==> src/rtl/tnoc_vc_credit_scheduler.sv <==
// Per-output-port virtual-channel scheduler: whole-packet round-robin
// arbitration over CHANNELS VC FIFOs, gated by per-VC downstream credits.
module tnoc_vc_credit_scheduler #(
   parameter int CHANNELS = 2,
   parameter int CREDITS  = 8,
   parameter int CW       = $clog2(CREDITS + 1)
) (
   input  logic                   clk,
   input  logic                   rst_n,
   input  logic [CHANNELS-1:0]    i_valid,
   input  logic [CHANNELS-1:0]    i_head,
   input  logic [CHANNELS-1:0]    i_tail,
   input  logic [CHANNELS-1:0]    i_credit_return,
   output logic [CHANNELS-1:0]    o_grant,
   output logic [CHANNELS-1:0]    o_send,
   output logic [CHANNELS*CW-1:0] o_credit,
   output logic                   o_locked,
   output logic                   o_credit_error
);

   localparam int            PW      = (CHANNELS > 1) ? $clog2(CHANNELS) : 1;
   localparam logic [CW-1:0] CR_MAX  = CW'(CREDITS);
   localparam logic [CW-1:0] CR_ONE  = CW'(1);
   localparam logic [PW-1:0] PTR_RST = PW'(CHANNELS - 1);

   typedef enum logic {
      ST_IDLE,
      ST_LOCKED
   } state_t;

   state_t              state_reg, state_next;
   logic [PW-1:0]       lock_vc_reg, lock_vc_next;
   logic [PW-1:0]       ptr_reg, ptr_next;
   logic [CW-1:0]       cr_reg [CHANNELS];
   logic                error_reg;

   logic [CHANNELS-1:0] has_credit;
   logic [CHANNELS-1:0] elig;
   logic [CHANNELS-1:0] overflow;
   logic [CHANNELS-1:0] grant;
   logic [CHANNELS-1:0] send;
   logic                win_found;
   logic [PW-1:0]       win_idx;

   genvar gi;
   generate
      for (gi = 0; gi < CHANNELS; gi++) begin : g_vc
         assign has_credit[gi] = (cr_reg[gi] != '0);
         assign elig[gi]       = i_valid[gi] & i_head[gi] & has_credit[gi];
         // A return with no matching send while already full has nowhere to go.
         assign overflow[gi]   = i_credit_return[gi] & ~send[gi] & (cr_reg[gi] == CR_MAX);
         assign o_credit[gi*CW +: CW] = cr_reg[gi];
      end
   endgenerate

   // Round-robin search starting just after the last granted VC.
   always_comb begin
      int            idx;
      logic [PW-1:0] idx_sel;
      win_found = 1'b0;
      win_idx   = '0;
      idx       = 0;
      idx_sel   = '0;
      for (int k = 1; k <= CHANNELS; k++) begin
         idx     = (int'(ptr_reg) + k) % CHANNELS;
         idx_sel = idx[PW-1:0];
         if (!win_found && elig[idx_sel]) begin
            win_found = 1'b1;
            win_idx   = idx_sel;
         end
      end
   end

   always_comb begin
      state_next   = state_reg;
      lock_vc_next = lock_vc_reg;
      ptr_next     = ptr_reg;
      grant        = '0;
      send         = '0;
      case (state_reg)
         ST_IDLE: begin
            if (win_found) begin
               grant[win_idx] = 1'b1;
               send[win_idx]  = 1'b1;
               ptr_next       = win_idx;
               if (!i_tail[win_idx]) begin
                  state_next   = ST_LOCKED;
                  lock_vc_next = win_idx;
               end
            end
         end
         ST_LOCKED: begin
            grant[lock_vc_reg] = 1'b1;
            if (i_valid[lock_vc_reg] && has_credit[lock_vc_reg]) begin
               send[lock_vc_reg] = 1'b1;
               if (i_tail[lock_vc_reg]) begin
                  state_next = ST_IDLE;
               end
            end
         end
         default: begin
            state_next = ST_IDLE;
         end
      endcase
      // Nothing may leave while reset is held, even though IDLE arbitration is combinational.
      if (!rst_n) begin
         grant = '0;
         send  = '0;
      end
   end

   always_ff @(posedge clk or negedge rst_n) begin
      if (!rst_n) begin
         state_reg   <= ST_IDLE;
         lock_vc_reg <= '0;
         ptr_reg     <= PTR_RST;
      end else begin
         state_reg   <= state_next;
         lock_vc_reg <= lock_vc_next;
         ptr_reg     <= ptr_next;
      end
   end

   always_ff @(posedge clk or negedge rst_n) begin
      if (!rst_n) begin
         for (int i = 0; i < CHANNELS; i++) begin
            cr_reg[i] <= CR_MAX;
         end
      end else begin
         for (int i = 0; i < CHANNELS; i++) begin
            if (send[i] && !i_credit_return[i]) begin
               cr_reg[i] <= cr_reg[i] - CR_ONE;
            end else if (!send[i] && i_credit_return[i] && (cr_reg[i] != CR_MAX)) begin
               cr_reg[i] <= cr_reg[i] + CR_ONE;
            end
         end
      end
   end

   always_ff @(posedge clk or negedge rst_n) begin
      if (!rst_n) begin
         error_reg <= 1'b0;
      end else if (|overflow) begin
         error_reg <= 1'b1;
      end
   end

   assign o_grant        = grant;
   assign o_send         = send;
   assign o_locked       = (state_reg == ST_LOCKED);
   assign o_credit_error = error_reg;

endmodule

==> config.mk <==
export PLATFORM = sky130hd
export DESIGN_NAME = tnoc_vc_credit_scheduler
export DESIGN_NICKNAME = d
export VERILOG_FILES = /design/src/rtl/tnoc_vc_credit_scheduler.sv
export SDC_FILE = /design/constraint.sdc
export NUM_CORES = 1
export LEC_CHECK = 0
export ABC_AREA = 0
export BUFFER_PORTS_ARGS = -buffer_cell sky130_fd_sc_hd__buf_2
export CORE_MARGIN = 10
export CORE_UTILIZATION = 45
export DETAILED_ROUTE_END_ITERATION = 7
export PLACE_DENSITY = 0.84
export SLEW_MARGIN = 20
export SYNTH_ARGS = -nofsm -noshare
export SYNTH_HDL_FRONTEND = slang
export SYNTH_SLANG_ARGS = --single-unit
==> constraint.sdc <==
create_clock -name clk -period 2.4 [get_ports clk]
set_input_delay 0.6 -clock clk [delete_from_list [all_inputs] [get_ports clk]]
set_output_delay 0.6 -clock clk [all_outputs]
set_load 0.02 [all_outputs]
==> impl_metrics.tcl, run 1 <==
set metrics [dict create \
    status "finished with violations" \
    violations "negative setup slack" \
    clkPwrFrac_pct 9.6 \
    reg2reg_from "o_credit[0]$_DFFE_PN0P_" \
    grt_pass1_vias 1045 \
    synth_cell_types 47 \
    cts_tree "built" \
    p_per_area_nw_per_um2 1200 \
    die_x_um 67.0 \
    port-buffer-count 23 \
    cp-start-kind "register" \
    die-height_um 67.0 \
    ys_top_cells_by_count "9 x dfrtp_1, 8 x inv_1, 7 x a21oi_1, 6 x nor2_1, 5 x nor3_1" \
    firstDrtPassIters 4 \
    ys_seq_elements 12 \
    wl_per_cell_um 17.3 \
    hp-class "input pin to asynchronous set/reset pin" \
    numCtsBuffers 3 \
    dr.first_iter.drc_count 60 \
    crit_required_ns 1.80 \
    drv_cap 0 \
    place_ws_ns -0.108 \
    fin_tns_setup_ns -0.0392 \
    internal_power_mw 0.979 \
    synth_nets 118 \
    yosysSeqAreaShare_pct 30.6 \
    synth_edf_count 0 \
    relSlewSlack_pct 73.0 \
    h-tree-depth 1 \
    clk_pin_slew_ns 0.08 \
    coreArea_um2 2020 \
    yosysTopAreaCell "dfrtp_1" \
    rrSetupSlack_ns 0 \
    overflow 0 \
    rows 16 \
    combPwrFrac_pct 67.5 \
    path_delay_family "simple AND/OR/NAND/NOR gates" \
    end_kind "output pin" \
    cpPeakStageDelay_ns 0.43 \
    fin_ws_ns -0.0272 \
    synth_area_leaders "dfrtp_1 23%, dfstp_2 7.9%, ha_1 5.0%" \
    p_seq_share_pct 22.8 \
    syn-mean-instance-area_um2 9.73 \
    setup_viol 3 \
    place_inst 165 \
    antenna_found_initial 0 \
    synthFlopType "dfrtp_1" \
    reg2reg_depth 12 \
    largest_register_ffs 8 \
    crit_chain "nor4_4 -> buf_6 -> nor4_4 -> buf_4 -> or2_4 -> clkinv_4 -> buf_6" \
    initial_utilization_pct 49.1 \
    crit_path_max_fanout 5 \
    clockBufferDepth 2 \
    drc 0 \
    syn_area_um2 992 \
    dr_total_vias 1029 \
    synthToLayoutAreaGrowth_pct 51.1 \
    vdd_drop_max_mv 0.747 \
    r2r-end "o_credit[3]$_DFFE_PN1P_" \
    place_area_um2 1250 \
    min_period_over_period_pct 101 \
    grt_util_all_layers_pct 13.0 \
    grt_first_pass_wirelength_um 4680 \
    ioPinCount 24 \
    rsz0062_at_grt "true" \
    final_nets 171 \
    leakage_nw 0.679 \
    final_area_um2 1500 \
    yosysWarningCount 0 \
    ctsHoldBuffers 0 \
    drive_above_1_share_pct 55.8 \
    path_class "register to output pin" \
    maxSlewViolCount 0 \
    worst_path_max_delay_cell "dfrtp_2" \
    postRouteAntennaNets 0 \
    async_reset_ff_share_pct 100 \
    fin_crit_ns 2.43 \
    die-area_um2 4480 \
    place_hpwl_um 2140 \
    final_hold_viol_count 0 \
    root_buffer "clkbuf_4" \
    diodes 0 \
    swShare_pct 45.4 \
    path_buf_inv 4 \
    fmax_mhz 412 \
    gp_congestion 0.843 \
    via_per_inst 5.69 \
    tightest_slew_ns 0.404 \
    postSynthCellCount 102 \
    clkLatencyLatePin_ns 0.29 \
    numClockSinks 12 \
    synth_top_area_share_pct 22.7 \
    finalNonFillerCells 181 \
    grt_max_degree 14 \
    yosysMostFrequentCell "dfrtp_1" \
    switchingPower_mw 0.814 \
    cp.arrival_ns 1.83 \
    wl_um 3130 \
    fin_skew_ns 0.0140 \
]
metal layers:
metal / global-route usage (%) / wire length, um
met5: 0 / 0
met1: 14.3 / 1280
met4: 3.59 / 43
met2: 23.1 / 1620
met3: 4.52 / 185
power by group through the flow:
stage | Sequential [mW] | Clock, mW | Combinational (mW)
finish | 0.409 | 0.173 | 1.21
global route | 0.420 | 0.187 | 1.30
CTS | 0.413 | 0.171 | 1.09
detailed placement | 0.421 | 0 | 0.987
global placement | 0.415 | 0 | 0.946
floorplan | 0.533 | 0 | 0.538
cells in the final DEF, fill, tap and decap left out, types with 4 or more instances in the layout:
cell / netlist / layout
buf_4: 0 / 26
buf_2: 1 / 19
buf_6: 0 / 6
dfrtp_1: 9 / 6
a21oi_1: 7 / 5
inv_1: 8 / 8
nor2_1: 6 / 6
o211ai_1: 4 / 4
xnor2_1: 4 / 4
cell type report:
type,count,area [um2]
Sequential cell,12,308
Multi-Input combinational cell,77,718
Clock buffer,4,36.3
Timing Repair Buffer,51,358
Inverter,10,45.0
Tap cell,27,33.8
Fill cell,144,523
per-stage QoR:
stage / hold slack [ns] / utilization, % / power [mW]
detailed placement: 0.425 / 62.0 / 1.41
floorplan: 0.304 / - / 1.07
global placement: 0.422 / 62.0 / 1.36
CTS: 0.126 / 68.9 / 1.67
global route: 0.117 / 74.1 / 1.91
finish: 0.132 / 74.1 / 1.79
what timing repair did:
action,CTS,global route
endpoints found under the hold margin,0,0
pin swaps,11,12
endpoints found under the setup margin,6,6
setup buffers,5,7
gates cloned,0,0
resized for setup,12,14
cell families after synthesis:
family / count (synthesis) / share of synthesized area (%)
AND/OR/NAND/NOR: 32 / 21.3
XOR/XNOR: 6 / 6.05
AO/OA/AOI/OAI: 33 / 25.7
flip-flops: 12 / 30.6
adder cells (fa/ha/maj): 6 / 9.08
buffers and inverters: 13 / 7.19
worst max-delay path by stage:
stage | startpoint | to | slack [ns] | depth (start not counted)
2_1_floorplan | o_credit[0]$_DFFE_PN0P_ | o_credit[3]$_DFFE_PN1P_ | -0.01 | 11
3_3_place_gp | i_head[1] | o_credit[7]$_DFFE_PN1P_ | 0.03 | 10
3_5_place_dp | o_credit[3]$_DFFE_PN1P_ | o_credit[3]$_DFFE_PN1P_ | -0.11 | 12
4_1_cts | o_credit[5]$_DFFE_PN0P_ | o_send[1] | -0.009 | 5
5_1_grt | o_credit[0]$_DFFE_PN0P_ | o_send[1] | -0.08 | 7
6_report | o_credit[0]$_DFFE_PN0P_ | o_send[1] | -0.03 | 7
(Power assumes the default switching activity.)
==> run 2, diff against run 1 <==
--- a/config.mk
+++ b/config.mk
@@ -15,3 +15,4 @@
 export SYNTH_ARGS = -nofsm -noshare
 export SYNTH_HDL_FRONTEND = slang
 export SYNTH_SLANG_ARGS = --single-unit
+export TNS_END_PERCENT = 10
==> run 2 against run 1 <==
Against the previous run: the run still ends with negative setup slack left; critical path depth decreased by 1; core utilization shrank 2.0 points; sequential share of layout area grew 0.56 points; hold slack got worse by 0.0076 ns; cell area fell by 2.7%; setup slack better by 0.0037 ns; combinational power is 5% lower; final cell count decreased by 1.7%; die area unchanged; first-iteration DRC count is 40% lower; via count up 1.1%; wire length fell by 4.3%; critical path type unchanged; critical endpoint is now o_grant[1]; largest cell class unchanged.
==> impl_metrics.tcl, run 2 (synthesis results as in run 1) <==
set metrics [dict create \
    grt_pass1_vias 1045 \
    crit_chain "o41a_4 -> buf_6 -> o311ai_4 -> nor2_1 -> o21a_1 -> buf_6" \
    dr_total_vias 1040 \
    numClockSinks 12 \
    coreArea_um2 2020 \
    fin_ws_ns -0.0235 \
    mostFrequentLayoutCells "23 x buf_4, 19 x buf_2, 8 x inv_1" \
    gp_congestion 0.843 \
    clk_pin_slew_ns 0.08 \
    grt_max_degree 14 \
    antenna_found_initial 0 \
    status "finished with violations" \
    wl_per_cell_um 16.8 \
    cp.arrival_ns 1.82 \
    grt_util_all_layers_pct 13.0 \
    rrSetupSlack_ns 0.01 \
    endpoint "o_grant[1]" \
    fill_cells 153 \
    hp-class "input pin to asynchronous set/reset pin" \
    end_kind "output pin" \
    path_class "register to output pin" \
    grt_first_pass_wirelength_um 4680 \
    tightest_slew_ns 0.388 \
    dr.first_iter.drc_count 36 \
    multiInputGateArea_um2 701 \
    worst_path_max_delay_cell "o41a_4" \
    crit_path_max_fanout 3 \
    wl_um 3000 \
    reg2reg_depth 12 \
    synthToLayoutAreaGrowth_pct 47.0 \
    fin_crit_ns 2.42 \
    initial_utilization_pct 49.1 \
    firstDrtPassIters 4 \
    numCtsBuffers 3 \
    largest_register_ffs 8 \
    p_per_area_nw_per_um2 1190 \
    postRouteAntennaNets 0 \
    fin_skew_ns 0.0153 \
    setup_viol 3 \
    postLayoutCoreUtil_pct 72.2 \
    cp-start-kind "register" \
    power_mw 1.74 \
    rows 16 \
    via_per_inst 5.84 \
    h-tree-depth 1 \
    cts_tree "built" \
    die-height_um 67.0 \
    leakage_nw 0.653 \
    drive_above_1_share_pct 53.0 \
    diodes 0 \
    crit_required_ns 1.80 \
    violations "negative setup slack" \
    fmax_mhz 413 \
    maxSlewViolCount 0 \
    place_hpwl_um 2140 \
    die-area_um2 4480 \
    final_common_cell "buf_4" \
    clkLatencyLatePin_ns 0.29 \
    reg2reg_from "o_credit[0]$_DFFE_PN0P_" \
    root_buffer "clkbuf_4" \
    final_hold_viol_count 0 \
    rsz0062_at_grt "true" \
    overflow 0 \
    min_period_over_period_pct 101 \
    drc 0 \
    clockBufferDepth 2 \
    final_nets 168 \
    drv_cap 0 \
    ioPinCount 24 \
    die_x_um 67.0 \
    critPathLaunch "o_credit[4]$_DFFE_PN0P_" \
    vdd_drop_max_mv 0.725 \
    seqCellArea_um2 308 \
    r2r-end "o_credit[3]$_DFFE_PN1P_" \
    relSlewSlack_pct 74.0 \
    port-buffer-count 23 \
    cpPeakStageDelay_ns 0.52 \
    path_common_cell "buf_6" \
]
==> run 2: per-stage QoR <==
step	area [um2]	setup slack [ns]	hold slack, ns	std cells	setup TNS, ns
2_1_floorplan	1010	-0.0134	0.304	102	-0.0134
3_3_place_gp	1250	0.0311	0.422	165	0
3_5_place_dp	1250	-0.108	0.425	165	-0.121
4_1_cts	1390	-0.00918	0.126	174	-0.00918
5_1_grt	1460	-0.109	0.111	178	-0.397
6_report	1460	-0.0235	0.124	178	-0.0465
==> run 2: worst min-delay path by stage <==
stage               cells after the start                       to
CTS                                     1  o_credit[6]$_DFFE_PN0P_
global route                            1  o_credit[6]$_DFFE_PN0P_
detailed placement                      1  o_credit[6]$_DFFE_PN0P_
global placement                        1  o_credit[6]$_DFFE_PN0P_
finish                                  1  o_credit[6]$_DFFE_PN0P_
floorplan                               0  lock_vc_reg$_DFFE_PN0P_
==> run 2: final cells by class <==
type / count / area share [%]
clock buffers: 4 / 2.49
inverters: 10 / 3.09
multi-input cells: 77 / 48.0
flip-flops and latches: 12 / 21.1
well taps: 27 / 2.32
repair buffers: 48 / 23.0
==> run 2: critical path: cells and delay by family, from the launching register on <==
family / cells / cell delay, ns
compound gates: 3 / 0.80
buf+inv: 2 / 0.27
flops: 1 / 0.39
simple gates: 1 / 0.08
==> run 2: report_power, final <==
group          total (mW)  switching, mW  internal [mW]
clock               0.173         0.0808         0.0924
sequential          0.420         0.0997          0.320
combinational        1.15          0.615          0.532
==> run 2: repair_timing <==
action,in CTS,in global routing
setup buffers,5,4
endpoints found under the setup margin,6,6
resized for setup,11,11
endpoints found under the hold margin,0,0
pin swaps,10,11
hold buffers,0,0
==> run 2: metal layers <==
metal	vias up	wire (um)	global-route usage, %
met5	-	0	0
met4	0	42	3.59
met3	8	228	4.52
met2	44	1530	23.1
met1	500	1190	14.3
li1	488	-	-
==> run 3, diff against run 2 <==
--- a/config.mk
+++ b/config.mk
@@ -5,7 +5,7 @@
 export SDC_FILE = /design/constraint.sdc
 export NUM_CORES = 1
 export LEC_CHECK = 0
-export ABC_AREA = 0
+export ABC_AREA = 1
 export BUFFER_PORTS_ARGS = -buffer_cell sky130_fd_sc_hd__buf_2
 export CORE_MARGIN = 10
 export CORE_UTILIZATION = 45
==> run 3 against run 2 <==
Against the previous run: clock power fell by 3%; flip-flop and latch count unchanged; hold slack improved by 0.012 ns; synthesized cell count increased by 23%; register-to-register slack better by 0.15 ns; core utilization shrank 9.8 points; the run now ends clean; largest cell class unchanged; sequential share of layout area is 3.3 points higher; clock skew is 0.013 ns lower; wire length down 22%; sequential power increased by 5.7%.
==> impl_metrics.tcl, run 3 <==
set metrics [dict create \
    status "finished, final reports clean" \
    place_hpwl_um 1780 \
    die_x_um 66.3 \
    synth_area_leaders "dfrtp_1 23%, nand2_1 11%, inv_1 11%" \
    worstSetupPathDepth 8 \
    ioPinCount 24 \
    cp.arrival_ns 1.69 \
    synth_edf_count 0 \
    crit_required_ns 1.80 \
    dr.first_iter.drc_count 49 \
    fmax_mhz 438 \
    setup_viol 0 \
    grt_util_all_layers_pct 10.2 \
    yosysTopAreaCell "dfrtp_1" \
    worst_path_max_delay_cell "dfstp_2" \
    wl_per_cell_um 12.6 \
    overflow 0 \
    via_per_inst 4.83 \
    final_common_cell "nand2_1" \
    synthFlopType "dfrtp_1" \
    postSynthCellCount 125 \
    initial_utilization_pct 48.2 \
    rows 16 \
    synth_top_area_share_pct 23.3 \
    path_delay_family "simple AND/OR/NAND/NOR gates" \
    port-buffer-count 23 \
    grt_first_pass_wirelength_um 3680 \
    die-area_um2 4400 \
    leakage_nw 0.702 \
    synth_nets 141 \
    yosysWarningCount 0 \
    min_period_over_period_pct 95.2 \
    tightest_slew_ns 0.280 \
    dr_total_vias 903 \
    critPathLaunch "o_credit[7]$_DFFE_PN1P_" \
    maxSlewViolCount 0 \
    hp-class "input pin to asynchronous set/reset pin" \
    gp_congestion 0.869 \
    largest_register_ffs 8 \
    final_nets 177 \
    synthToLayoutAreaGrowth_pct 29.3 \
    end_kind "output pin" \
    drv_cap 0 \
    synth_cell_types 27 \
    postRouteAntennaNets 0 \
    clk_pin_slew_ns 0.08 \
    path_class "register to output pin" \
    die-height_um 66.3 \
    syn-mean-instance-area_um2 7.72 \
    mostFrequentLayoutCells "27 x nand2_1, 26 x inv_1, 22 x buf_2" \
    fill_cells 174 \
    ys_top_cells_by_count "28 x nand2_1, 27 x inv_1, 11 x nand3_1, 9 x dfrtp_1" \
    async_reset_ff_share_pct 100 \
    power_mw 1.59 \
    cp-start-kind "register" \
    drive_above_1_share_pct 36.3 \
    cpPeakStageDelay_ns 0.56 \
    syn_area_um2 965 \
    whs_ns 0.136 \
    root_buffer "clkbuf_4" \
    numClockSinks 12 \
    final_hold_viol_count 0 \
    yosysSeqAreaShare_pct 31.5 \
    firstDrtPassIters 4 \
    grt_max_degree 14 \
    crit_chain "nor2_1 -> nand2_1 -> nand2_1 -> nand3_2 -> nand2_2 -> nor2_4 -> buf_4 -> buf_4" \
    ys_seq_elements 12 \
    fin_crit_ns 2.29 \
    path_buf_inv 2 \
    ctsHoldBuffers 0 \
    wl_um 2350 \
    clkLatencyLatePin_ns 0.27 \
    diodes 0 \
    grt_pass1_vias 862 \
    clockBufferDepth 2 \
    place_ws_ns -0.0694 \
    reg2reg_from "o_credit[7]$_DFFE_PN1P_" \
    fin_skew_ns 0.00275 \
    cts_tree "built" \
    antenna_found_initial 0 \
    yosysMostFrequentCell "nand2_1" \
    relSlewSlack_pct 81.3 \
    final_area_um2 1250 \
    vdd_drop_max_mv 0.816 \
    drc 0 \
    coreArea_um2 2000 \
    reg2reg_depth 17 \
    fin_ws_ns 0.114 \
    crit_path_max_fanout 5 \
    place_area_um2 1140 \
    numCtsBuffers 3 \
    p_per_area_nw_per_um2 1280 \
    h-tree-depth 1 \
]
run 3: cell count changes in the layout (fill, tap and decap cells not counted), sizes merged, moves of 5 or more:
| cell | previous run | this run |
|---|---|---|
| nand3 | 3 | 13 |
| nand2 | 4 | 35 |
| nor3 | 5 | 0 |
| buf | 48 | 31 |
| a21oi | 8 | 3 |
| inv | 9 | 28 |
run 3: cell type report:
cell class / instances / area [um2] / area share [%]
well taps: 27 / 33.8 / 2.71
clock buffers: 4 / 36.3 / 2.91
multi-input cells: 85 / 588 / 47.1
inverters: 28 / 108 / 8.63
repair buffers: 31 / 178 / 14.2
flip-flops and latches: 12 / 304 / 24.4
run 3: worst paths after layout:
path | slack (ns) | to
max in group asynchronous | 1.79 | ptr_reg$_DFFE_PN1P_
min in group clk | 0.48 | ptr_reg$_DFFE_PN1P_
setup / recovery | 0.11 | o_send[0]
hold reg to reg | 0.48 | ptr_reg$_DFFE_PN1P_
setup reg to reg | 0.16 | o_credit[3]$_DFFE_PN1P_
hold / removal | 0.14 | o_locked$_DFF_PN0_
run 3: repair_timing:
item	4_1_cts	5_1_grt
resized for setup	0	7
setup endpoints to repair	0	3
endpoints found under the hold margin	0	0
setup buffers	0	5
run 3: metal layers:
metal	track usage, %	up-vias	part of all wire (%)
met5	0	-	0
met4	2.36	0	0.43
met3	5.08	2	9.5
met2	16.6	32	49
met1	11.6	405	41
li1	-	464	-
run 3: cell families after synthesis:
group	count (synthesis)	share of synthesized area (%)
adders and majority gates	6	9.34
xor gates and xnor gates	4	3.63
AOI/OAI and AO/OA	13	8.43
DFF	12	31.5
buffers and inverters	28	11.2
and+or+nand+nor	62	35.9
run 3: worst register-to-register path: cells and delay by family, from the launching register on:
kind                     cells  cell delay, ns
AO/OA/AOI/OAI                1            0.18
adder cells (fa/ha/maj)      1            0.21
buffers and inverters        3            0.20
flip-flops                   1            0.56
AND/OR/NAND/NOR             12            1.02
run 3: report_power, final:
group          switching (mW)  internal [mW]  total [mW]
clock network          0.0746         0.0922       0.167
registers               0.126          0.318       0.444
logic                   0.592          0.391       0.983
total                   0.792          0.801        1.59
run 3: through the flow:
step | instances | utilization [%] | TNS (ns)
floorplan | 125 | - | 0
global placement | 178 | 56.8 | 0
detailed placement | 178 | 56.8 | -0.0694
CTS | 182 | 58.6 | 0
global route | 187 | 62.3 | -0.0238
finish | 187 | 62.3 | 0
